`src/rtl/lvds_pixel_addr_gen.sv`:
```
// ============================================================================
//  Module      : lvds_pixel_addr_gen
//  Description : Raster timing and frame-RAM address generator for the LVDS
//                panel test path (read strobe, X/Y address, syncs, DE).
//  Revision    : 1.0 - initial release
// ============================================================================
`default_nettype none

module lvds_pixel_addr_gen #(
  parameter int H_ACTIVE = 1280,
  parameter int H_FP     = 48,
  parameter int H_SYNC   = 32,
  parameter int H_BP     = 80,
  parameter int V_ACTIVE = 800,
  parameter int V_FP     = 3,
  parameter int V_SYNC   = 6,
  parameter int V_BP     = 14,
  parameter bit SYNC_POL = 1'b0
) (
  input  logic        clk,
  input  logic        rst,
  input  logic        en,
  output logic [10:0] addrX,
  output logic [31:0] addrY,
  output logic        rd,
  output logic        de,
  output logic        hsync,
  output logic        vsync,
  output logic        frame_start,
  output logic        busy
);

  localparam int H_TOTAL = H_ACTIVE + H_FP + H_SYNC + H_BP;
  localparam int V_TOTAL = V_ACTIVE + V_FP + V_SYNC + V_BP;

  localparam logic [10:0] c_H_ACTIVE   = 11'(H_ACTIVE);
  localparam logic [10:0] c_V_ACTIVE   = 11'(V_ACTIVE);
  localparam logic [10:0] c_H_LAST     = 11'(H_TOTAL - 1);
  localparam logic [10:0] c_V_LAST     = 11'(V_TOTAL - 1);
  localparam logic [10:0] c_HS_START   = 11'(H_ACTIVE + H_FP);
  localparam logic [10:0] c_HS_END     = 11'(H_ACTIVE + H_FP + H_SYNC);
  localparam logic [10:0] c_VS_START   = 11'(V_ACTIVE + V_FP);
  localparam logic [10:0] c_VS_END     = 11'(V_ACTIVE + V_FP + V_SYNC);

  typedef enum logic [0:0] {
    ST_IDLE = 1'b0,
    ST_RUN  = 1'b1
  } state_t;

  state_t      r_state;
  logic [10:0] r_h_cnt;
  logic [10:0] r_v_cnt;
  logic        r_busy;

  // Stage 1 (RAM request) and stage 2 (panel side) registers
  logic        r_rd;
  logic [10:0] r_addr_x;
  logic [10:0] r_addr_y;
  logic        r_frame_start;
  logic        r_hs_act1;
  logic        r_vs_act1;
  logic        r_de;
  logic        r_hsync;
  logic        r_vsync;

  logic w_run;
  logic w_h_last;
  logic w_v_last;
  logic w_active;
  logic w_hs_act;
  logic w_vs_act;

  assign w_run    = (r_state == ST_RUN);
  assign w_h_last = (r_h_cnt == c_H_LAST);
  assign w_v_last = (r_v_cnt == c_V_LAST);
  assign w_active = w_run && (r_h_cnt < c_H_ACTIVE) && (r_v_cnt < c_V_ACTIVE);
  assign w_hs_act = w_run && (r_h_cnt >= c_HS_START) && (r_h_cnt < c_HS_END);
  assign w_vs_act = w_run && (r_v_cnt >= c_VS_START) && (r_v_cnt < c_VS_END);

  // Run control: en is only honoured at the frame boundary so frames are never torn.
  always_ff @(posedge clk or posedge rst) begin
    if (rst) begin
      r_state <= ST_IDLE;
      r_h_cnt <= 11'd0;
      r_v_cnt <= 11'd0;
      r_busy  <= 1'b0;
    end else begin
      case (r_state)
        ST_IDLE: begin
          r_h_cnt <= 11'd0;
          r_v_cnt <= 11'd0;
          if (en) begin
            r_state <= ST_RUN;
            r_busy  <= 1'b1;
          end
        end
        ST_RUN: begin
          if (w_h_last) begin
            r_h_cnt <= 11'd0;
            if (w_v_last) begin
              r_v_cnt <= 11'd0;
              if (!en) begin
                r_state <= ST_IDLE;
                r_busy  <= 1'b0;
              end
            end else begin
              r_v_cnt <= r_v_cnt + 11'd1;
            end
          end else begin
            r_h_cnt <= r_h_cnt + 11'd1;
          end
        end
        default: begin
          r_state <= ST_IDLE;
          r_busy  <= 1'b0;
        end
      endcase
    end
  end

  always_ff @(posedge clk or posedge rst) begin
    if (rst) begin
      r_rd          <= 1'b0;
      r_addr_x      <= 11'd0;
      r_addr_y      <= 11'd0;
      r_frame_start <= 1'b0;
      r_hs_act1     <= 1'b0;
      r_vs_act1     <= 1'b0;
    end else begin
      r_rd          <= w_active;
      r_frame_start <= w_run && (r_h_cnt == 11'd0) && (r_v_cnt == 11'd0);
      r_hs_act1     <= w_hs_act;
      r_vs_act1     <= w_vs_act;
      if (w_active) begin
        r_addr_x <= r_h_cnt;
        r_addr_y <= r_v_cnt;
      end
    end
  end

  // Stage 2 lines up with RAM read data (1-clk read latency).
  always_ff @(posedge clk or posedge rst) begin
    if (rst) begin
      r_de    <= 1'b0;
      r_hsync <= ~SYNC_POL;
      r_vsync <= ~SYNC_POL;
    end else begin
      r_de    <= r_rd;
      r_hsync <= r_hs_act1 ? SYNC_POL : ~SYNC_POL;
      r_vsync <= r_vs_act1 ? SYNC_POL : ~SYNC_POL;
    end
  end

  assign addrX       = r_addr_x;
  assign addrY       = {21'b0, r_addr_y};
  assign rd          = r_rd;
  assign de          = r_de;
  assign hsync       = r_hsync;
  assign vsync       = r_vsync;
  assign frame_start = r_frame_start;
  assign busy        = r_busy;

endmodule

`default_nettype wire

```
`config.mk`:
```
export PLATFORM = sky130hd
export DESIGN_NAME = lvds_pixel_addr_gen
export DESIGN_NICKNAME = d
export VERILOG_FILES = /design/src/rtl/lvds_pixel_addr_gen.sv
export SDC_FILE = /design/constraint.sdc
export NUM_CORES = 1
export LEC_CHECK = 0
export BUFFER_PORTS_ARGS = -buffer_cell sky130_fd_sc_hd__clkbuf_2
export CORE_MARGIN = 2
export CORE_UTILIZATION = 49
export DETAILED_ROUTE_END_ITERATION = 12
export PLACE_DENSITY = 0.75
export SLEW_MARGIN = 5
export SYNTH_ARGS = -nofsm -noshare
export SYNTH_HDL_FRONTEND = slang
export SYNTH_SLANG_ARGS = --single-unit
```
`constraint.sdc`:
```
create_clock -name clk -period 1.7 [get_ports clk]
set_clock_uncertainty 0.1 [all_clocks]
set_input_delay 0 -clock clk [delete_from_list [all_inputs] [get_ports clk]]
set_output_delay 0 -clock clk [all_outputs]
set_load 0.03 [all_outputs]
```
**Word-level counts from Yosys, hierarchy flattened**

Index checks and enable logic that the tools add are counted.

- Bits of input ports: 3
- Bits in writable memories: 0
- Bits in latches: 0
- Logic and storage cells: 55
- Memories kept: 0
- ROM bits: 0
- Bits in registers: 53

- Multiply operators: 0
- Order comparisons: 6
- Shift operators: 0
- Divide/modulo/power cells: 0
- Equal/unequal tests: 6
- Bitwise gates (word level): 1
- Reductions and logical operators: 11
- Mux-type cells: 16
- Add/sub/neg operators: 2

Operators by type and width:

| cell | number |
|---|---|
| 11-bit case mux with 2 select lines | 2 |
| 11-bit two-way mux | 3 |
| 11-bit by 1-bit adder with 11-bit output, second input constant | 2 |
| 11-bit logical NOT | 2 |
| 11-bit by 10-bit less-than comparator with 1-bit output, second input constant | 2 |
| 11-bit less-than comparator, second input constant | 2 |
| 11-bit by 10-bit == test with 1-bit output, second input constant | 1 |
| 11-bit == test, second input constant | 1 |
| 11-bit by 10-bit greater-or-equal comparator with 1-bit output, second input constant | 1 |
| 11-bit greater-or-equal comparator, second input constant | 1 |
| 1-bit two-way mux | 9 |
| 1-bit logical AND | 8 |
| 2-bit by 1-bit != test with 1-bit output, second input constant | 2 |
| 2-bit != test, second input constant | 2 |
| 1-bit case mux with 2 select lines | 2 |
| 4-bit AND reduction | 1 |
| 1-bit inverter | 1 |

**Logic depth before layout (Yosys ltp)**

Gate-level depths: netlist (run 1).

- Depth in word-level cells: 4
- Mapped depth: 6
- Gate-level depth less buffers: 6

**Worst setup path after synthesis (run 1)**

No wires, ideal clock.

- Path kind: register to register
- From: register r_v_cnt[5]
- To: register r_addr_x[0] (netlist: addrX[0])
- Cell stages (with the launch flop): 6
- Data arrival time: 1.595 ns
- Setup time: 0.125 ns
- Setup slack: -0.120 ns
- Cells stage by stage: dfrtp_1 > or3_1 > a31oi_2 > o21ai_2 > buf_6 > mux2_4

- Cells in the longest elaborated chain, start to end: 2

RTL lines:

| element | line | source |
|---|---|---|
| start: declaration | 52 | `logic [10:0] r_v_cnt;` |
| start signal: assignment | 107 | `r_v_cnt <= r_v_cnt + 11'd1;` |
| 11-bit by 10-bit less-than comparator with 1-bit output | 76 | `assign w_active = w_run && (r_h_cnt < c_H_ACTIVE) && (r_v_cnt < c_V_ACTIVE);` |
| 1-bit logical AND | 76 |  |
| end signal: assignment | 135 | `r_addr_x <= r_h_cnt;` |
| end: declaration | 57 | `logic [10:0] r_addr_x;` |

Every way passes these cells.
A chain may end at the register's enable or synchronous reset.

**Worst setup path after layout (run 1)**

- From: register r_v_cnt[5]
- To: register r_addr_y[1]

- Cells in the longest elaborated chain, start to end: 2

RTL lines:

| element | line | source |
|---|---|---|
| 11-bit by 10-bit less-than comparator with 1-bit output | 76 |  |
| 1-bit logical AND | 76 |  |
| end signal: assignment | 136 | `r_addr_y <= r_v_cnt;` |
| end: declaration | 58 | `logic [10:0] r_addr_y;` |

Every way passes these cells.

==> results.py, run 1 <==
metrics = {
    "critical_path": {
        "path_max_fanout": 14,
        "critical_path_class": "flop to flop",
        "critPathArrivalTime_ns": 1.93,
        "worstSetupEndpointType": "flop",
        "cp-start-kind": "flop",
        "crit_required_ns": 1.80,
    },
    "logic_synthesis": {
        "ys_ff_latch": 53,
        "yosys.area.top_type": "dfrtp_1",
        "synth_common_cells": "dfrtp_1, buf_4, mux2_4, nand2_1, nor2_1",
        "synth-seq-area-share": 0.4988,
        "synth_warnings": 0,
        "synth_top_area_frac": 0.4791,
        "synth_enable_flop_cells": 0,
        "yosysMostFrequentCell": "dfrtp_1",
        "synth.distinct_cells": 43,
        "synth_area_um2": 2664,
        "syn-instance-count": 242,
        "async_flop_share": 1.000,
        "avgSynthCellArea_um2": 11.01,
        "synth_flop_cell": "dfrtp_1",
        "yosys-top-cells-area": "dfrtp_1, mux2_4, buf_4",
    },
    "power": {
        "leakage_nw": 1.651,
        "p_int_mw": 1.713,
        "power_switching_mw": 0.5093,
        "clkPwrFrac": 0.389,
        "peakVddDrop_mv": 0.2856,
        "combinationalPowerShare": 0.044,
        "swShare": 0.2292,
        "power_density_nw_per_um2": 647.4,
        "pwr-share-seq": 0.567,
        "p_total_mw": 2.222,
    },
    "layout": {
        "final-seq-area_um2": 1329,
        "diodes": 0,
        "drive_gt1_frac": 0.4107,
        "multi_input_area_um2": 1280,
        "stdcell_area_um2": 3432,
        "layout.nets": 326,
        "nFillCells": 375,
        "area_delta_synth_final_pct": 28.84,
    },
    "placed_design": {
        "place_ws_ns": -0.1184,
        "placed_cell_area_um2": 3124,
        "place_congestion": 0.9095,
        "dp_hpwl_um": 4055,
        "portBuffers": 30,
    },
    "outcome": {
        "status": "finished, violations left",
        "violations": "setup timing",
    },
    "detailed_routing": {
        "vias": 2041,
        "post_drt_wl_per_cell_um": 15.44,
        "drcViolationCount": 0,
        "initialDrtViolationCount": 123,
        "dr.pass1.iters": 4,
        "ant_nets": 0,
        "vias_per_cell": 5.247,
        "maxUsedRoutingLayer": "met4",
        "wl_met2_um": 2933,
        "wirelength_met1_um": 2681,
        "wl_met3_um": 314,
        "drt-total-wl_um": 6005,
    },
    "floorplan": {
        "rows": 26,
        "io_pins": 52,
        "die_area_um2": 6042,
        "fp.coreArea_um2": 5172,
        "start_util": 0.5150,
        "fp.dieW_um": 77.73,
        "die_h_um": 77.73,
    },
    "clock_network": {
        "numCtsBuffers": 5,
        "cts_root_buffer": "clkbuf_8",
        "clk_latency_ns": 0.31,
        "h-tree-depth": 2,
        "clkSlewWorstSetupHoldPaths_ns": 0.10,
        "cts_tree": "built",
        "clkSinkCount": 53,
        "clock_path_buffers": 2,
    },
    "global_route": {
        "grt_start_max_net_pins": 54,
        "grtUsageTotal": 0.2014,
        "antenna_found_initial": 0,
        "first_global_vias": 1951,
        "globalRouteOverflowTotal": 0,
        "grt_pass1_wl_um": 9556,
    },
    "min_path": {
        "hp-class": "primary input to asynchronous set/reset pin",
    },
    "sta": {
        "rsz0062_at_grt": "true",
        "max_freq_mhz": 546.4,
        "holdWs_ns": 0.1610,
        "final_max_slew_viol_count": 0,
        "period_minus_slack_ns": 1.830,
        "fin_tns_setup_ns": -2.419,
        "finalSetupViolCount": 25,
        "hold_viol": 0,
        "setup_slack_ns": -0.1302,
        "period_share": 1.077,
    },
    "flow_run": {
        "cap_violations": 0,
    },
}
## state kept, by name (all words and copies together), names as in the netlist, 11 cells and up
signal,count
r_v_cnt,11
r_h_cnt,11
r_addr_y,11
addrX,11
## cells by family (layout without fill, tap and decap cells)
| logic type | count (synthesis) | in the layout | synth area share |
|---|---|---|---|
| multiplexers | 21 | 21 | 0.1137 |
| adder cells (fa/ha/maj) | 5 | 5 | 0.02349 |
| AND/OR/NAND/NOR | 82 | 82 | 0.1686 |
| other | 1 | 21 | 0.001408 |
| buffers and inverters | 42 | 99 | 0.09441 |
| flip-flops | 53 | 53 | 0.4988 |
| XOR/XNOR | 9 | 9 | 0.02959 |
| AO/OA/AOI/OAI | 29 | 29 | 0.06999 |
## power by group through the flow
stage / logic [mW] / clock network (mW) / registers [mW]
after detailed placement: 0.0946 / 0 / 1.28
after floorplan: 0.116 / 0 / 1.28
final: 0.0976 / 0.865 / 1.26
after global placement: 0.0941 / 0 / 1.28
after CTS: 0.0983 / 0.875 / 1.26
after global routing: 0.107 / 0.935 / 1.26
## stage by stage
step	util	instances
6_report	0.6635	389
5_1_grt	0.6635	389
4_1_cts	0.6427	385
3_5_place_dp	0.6040	371
3_3_place_gp	0.6040	371
2_1_floorplan	-	262
## path summary, 6_finish.rpt
check / startpoint / to / slack (ns) / cells past startpoint
setup / recovery: r_v_cnt[5] / r_addr_y[1] / -0.13 / 5
hold / removal: rst / r_addr_y[8] / 0.16 / 4
setup reg to reg: r_v_cnt[5] / r_addr_y[1] / -0.13 / 5
hold reg to reg: r_vs_act1 / vsync / 0.25 / 1
max in group asynchronous: rst / vsync / 1.06 / 4
min in group clk: r_vs_act1 / vsync / 0.25 / 1
## worst max-delay path, cell delays in order (launching register included)
cell,delay (ns)
dfrtp_1,0.40
or3_4,0.41
a31oi_4,0.22
o21ai_4,0.11
buf_12,0.17
mux2_4,0.30
## metal layers
| metal | vias up | GRT usage |
|---|---|---|
| met3 | 7 | 0.03837 |
| met2 | 76 | 0.3293 |
| met4 | 0 | 0.05893 |
| met1 | 1001 | 0.2731 |
| met5 | - | 0 |
| li1 | 957 | - |
## placed cells by master (no fill, tap or decap), types with 3 or more instances in the layout
cell	count
and3_1	4
nand4_1	5
nor3_1	3
a21oi_2	6
xor2_1	4
buf_4	41
buf_12	3
nor4_1	3
nor2_1	17
dfrtp_1	51
nand3_1	7
buf_6	4
and4_1	5
nand2_1	15
inv_1	10
mux2_4	18
a21oi_1	7
clkbuf_8	5
xnor2_1	5
clkbuf_2	30
conb_1	21
ha_1	4
nand2b_1	4
## layout make-up
class | count | share of cell area
clock buffer | 6 | 0.02114
clock inverter | 2 | 0.01130
inverter | 11 | 0.01203
multi-input combinational | 167 | 0.3730
sequential | 53 | 0.3872
tap | 70 | 0.02552
timing repair buffer | 80 | 0.1699
## what timing repair did
| action | in CTS | in global routing |
|---|---|---|
| endpoints found under the hold margin | 55 | 0 |
| pin swaps | 3 | 4 |
| setup endpoints to repair | 38 | 34 |
| hold buffers | 2 | 0 |
| gates cloned | 0 | 1 |
| buffers inserted | 4 | 3 |
| resized for setup | 13 | 16 |
No activity file was read; power rests on OpenSTA's default activity.
==> run 2, diff against run 1 <==
Settings changed: CORE_UTILIZATION 49 to 50, CTS_BUF_LIST from default to sky130_fd_sc_hd__clkbuf_4, PLACE_DENSITY 0.75 to 0.76.
==> results.py, run 2 (same netlist as run 1, synthesis figures left out) <==
metrics = {
    "power": {
        "leakage_nw": 1.693,
        "pwr-share-seq": 0.609,
        "p_int_mw": 1.594,
        "combinationalPowerShare": 0.047,
        "power_density_nw_per_um2": 582.6,
        "clkPwrFrac": 0.344,
        "swShare": 0.2305,
        "power_switching_mw": 0.4773,
        "p_total_mw": 2.071,
        "peakVddDrop_mv": 0.3954,
    },
    "detailed_routing": {
        "vias_per_cell": 5.557,
        "initialDrtViolationCount": 173,
        "drt-total-wl_um": 6623,
        "drcViolationCount": 0,
        "post_drt_wl_per_cell_um": 16.68,
        "vias": 2206,
        "ant_nets": 0,
        "dr.pass1.iters": 7,
    },
    "critical_path": {
        "r2r_slack_ns": -0.12,
        "path_max_fanout": 9,
        "critPathCapture": "addrX[7]",
        "cp_slowest_stage_delay_ns": 0.42,
        "crit_family": "flip-flops",
        "critPathArrivalTime_ns": 1.99,
        "crit_required_ns": 1.87,
        "critical_path_class": "flop to flop",
        "cp_cell_sequence": "or3_4 -> a31oi_4 -> o21ai_4 -> buf_12 -> mux2_4",
        "crit_cells": 5,
        "r2r-start": "r_v_cnt[6]",
        "critPathLaunch": "r_v_cnt[6]",
        "cp_slowest_cell": "dfrtp_1",
        "worstSetupEndpointType": "flop",
        "crit_buf_inv": 1,
        "rr_endpoint": "addrX[7]",
        "cp-start-kind": "flop",
        "reg2reg_depth": 5,
    },
    "clock_network": {
        "clkSlewWorstSetupHoldPaths_ns": 0.15,
        "clkSinkCount": 53,
        "cts_root_buffer": "clkbuf_4",
        "clk_latency_ns": 0.38,
        "h-tree-depth": 2,
        "clock_path_buffers": 2,
        "cts_tree": "built",
        "numCtsBuffers": 5,
    },
    "global_route": {
        "first_global_vias": 1988,
        "grtUsageTotal": 0.2001,
        "globalRouteOverflowTotal": 0,
        "grt_start_max_net_pins": 30,
        "antenna_found_initial": 0,
        "grt_pass1_wl_um": 9446,
    },
    "sta": {
        "max_freq_mhz": 549.3,
        "period_share": 1.071,
        "finalSetupViolCount": 26,
        "period_minus_slack_ns": 1.820,
        "rsz0062_at_grt": "true",
        "worst_pin_slew_ns": 0.5343,
        "hold_viol": 0,
        "final_max_slew_viol_count": 0,
        "setup_slack_ns": -0.1203,
        "slew_headroom": 0.6433,
    },
    "flow_run": {
        "cap_violations": 0,
    },
    "layout": {
        "diodes": 0,
        "layout.nets": 334,
        "drive_gt1_frac": 0.4587,
        "layout_commonest_cell": "dfrtp_1",
        "finish.utilization": 0.6916,
        "layout_common_cells": "dfrtp_1, buf_4, clkbuf_2",
        "area_delta_synth_final_pct": 33.44,
        "stdcell_area_um2": 3555,
        "fin_cells": 397,
    },
    "outcome": {
        "status": "finished, violations left",
        "violations": "setup timing",
    },
    "placed_design": {
        "dp_cells": 374,
        "portBuffers": 30,
        "dp_hpwl_um": 4038,
        "placed_cell_area_um2": 3147,
        "place_congestion": 0.8284,
    },
    "min_path": {
        "hp-class": "primary input to asynchronous set/reset pin",
    },
    "floorplan": {
        "die_area_um2": 5927,
        "die_h_um": 76.99,
        "start_util": 0.5183,
        "fp.dieW_um": 76.99,
        "rows": 26,
        "io_pins": 52,
        "fp.coreArea_um2": 5140,
    },
}
## run 2: changes by cell type in the layout (fill, tap and decap cells not counted), sizes merged
| cell | previous run | this run |
|---|---|---|
| buf | 48 | 55 |
| clkbuf | 36 | 37 |
## run 2: how the worst min path moves through the flow
stage | start | endpoint | slack (ns) | cells after the start
finish | rst | r_v_cnt[3] | 0.08 | 3
floorplan | en | r_state | 0.008 | 1
global placement | rst | addrX[1] | -0.05 | 2
CTS | rst | addrX[1] | 0.1 | 3
detailed placement | rst | addrX[1] | -0.04 | 2
global route | rst | r_v_cnt[1] | 0.13 | 3
## run 2: final cells by class
cell class                      instances  area (um2)
Fill cell                             362        1585
Multi-Input combinational cell        167        1350
Sequential cell                        53        1329
Timing Repair Buffer                   88       668.1
Tap cell                               70       87.58
Clock buffer                            6       45.04
Inverter                               11       41.29
Clock inverter                          2       33.78
## run 2: layer usage
| layer | track usage | vias to the layer above | part of all wire |
|---|---|---|---|
| met5 | 0 | - | 0 |
| li1 | - | 973 | - |
| met4 | 0.08393 | 0 | 0.021 |
| met3 | 0.03059 | 15 | 0.067 |
| met1 | 0.2826 | 1108 | 0.44 |
| met2 | 0.3096 | 110 | 0.47 |
## run 2: power by group through the flow
stage	registers [mW]	logic [mW]	clock network (mW)
finish	1.26	0.0976	0.712
detailed placement	1.28	0.0946	0
CTS	1.26	0.0983	0.720
global route	1.26	0.107	0.774
floorplan	1.28	0.116	0
global placement	1.28	0.0941	0
## run 2: worst register-to-register path: stages, from the launching register on
cell,delay [ns]
dfrtp_1,0.42
or3_4,0.40
a31oi_4,0.21
o21ai_4,0.13
buf_12,0.17
mux2_4,0.29
## run 2: through the flow
| step | setup TNS (ns) | hold WS, ns | setup WS, ns |
|---|---|---|---|
| 4_1_cts | -0.8821 | 0.09843 | -0.05600 |
| 3_5_place_dp | -1.222 | -0.04417 | -0.07453 |
| 2_1_floorplan | -1.911 | 0.008370 | -0.1041 |
| 3_3_place_gp | -0.7823 | -0.04682 | -0.04653 |
| 6_report | -2.564 | 0.07847 | -0.1203 |
| 5_1_grt | -4.010 | 0.1268 | -0.1573 |
## run 2: repair_timing
action                                  4_1_cts  5_1_grt
pin swaps                                     3       18
cloned                                        0        1
endpoints found under the setup margin       28       40
resized for setup                             3       41
endpoints found under the hold margin        54        0
hold buffers                                  2        0
buffers inserted                              4        8
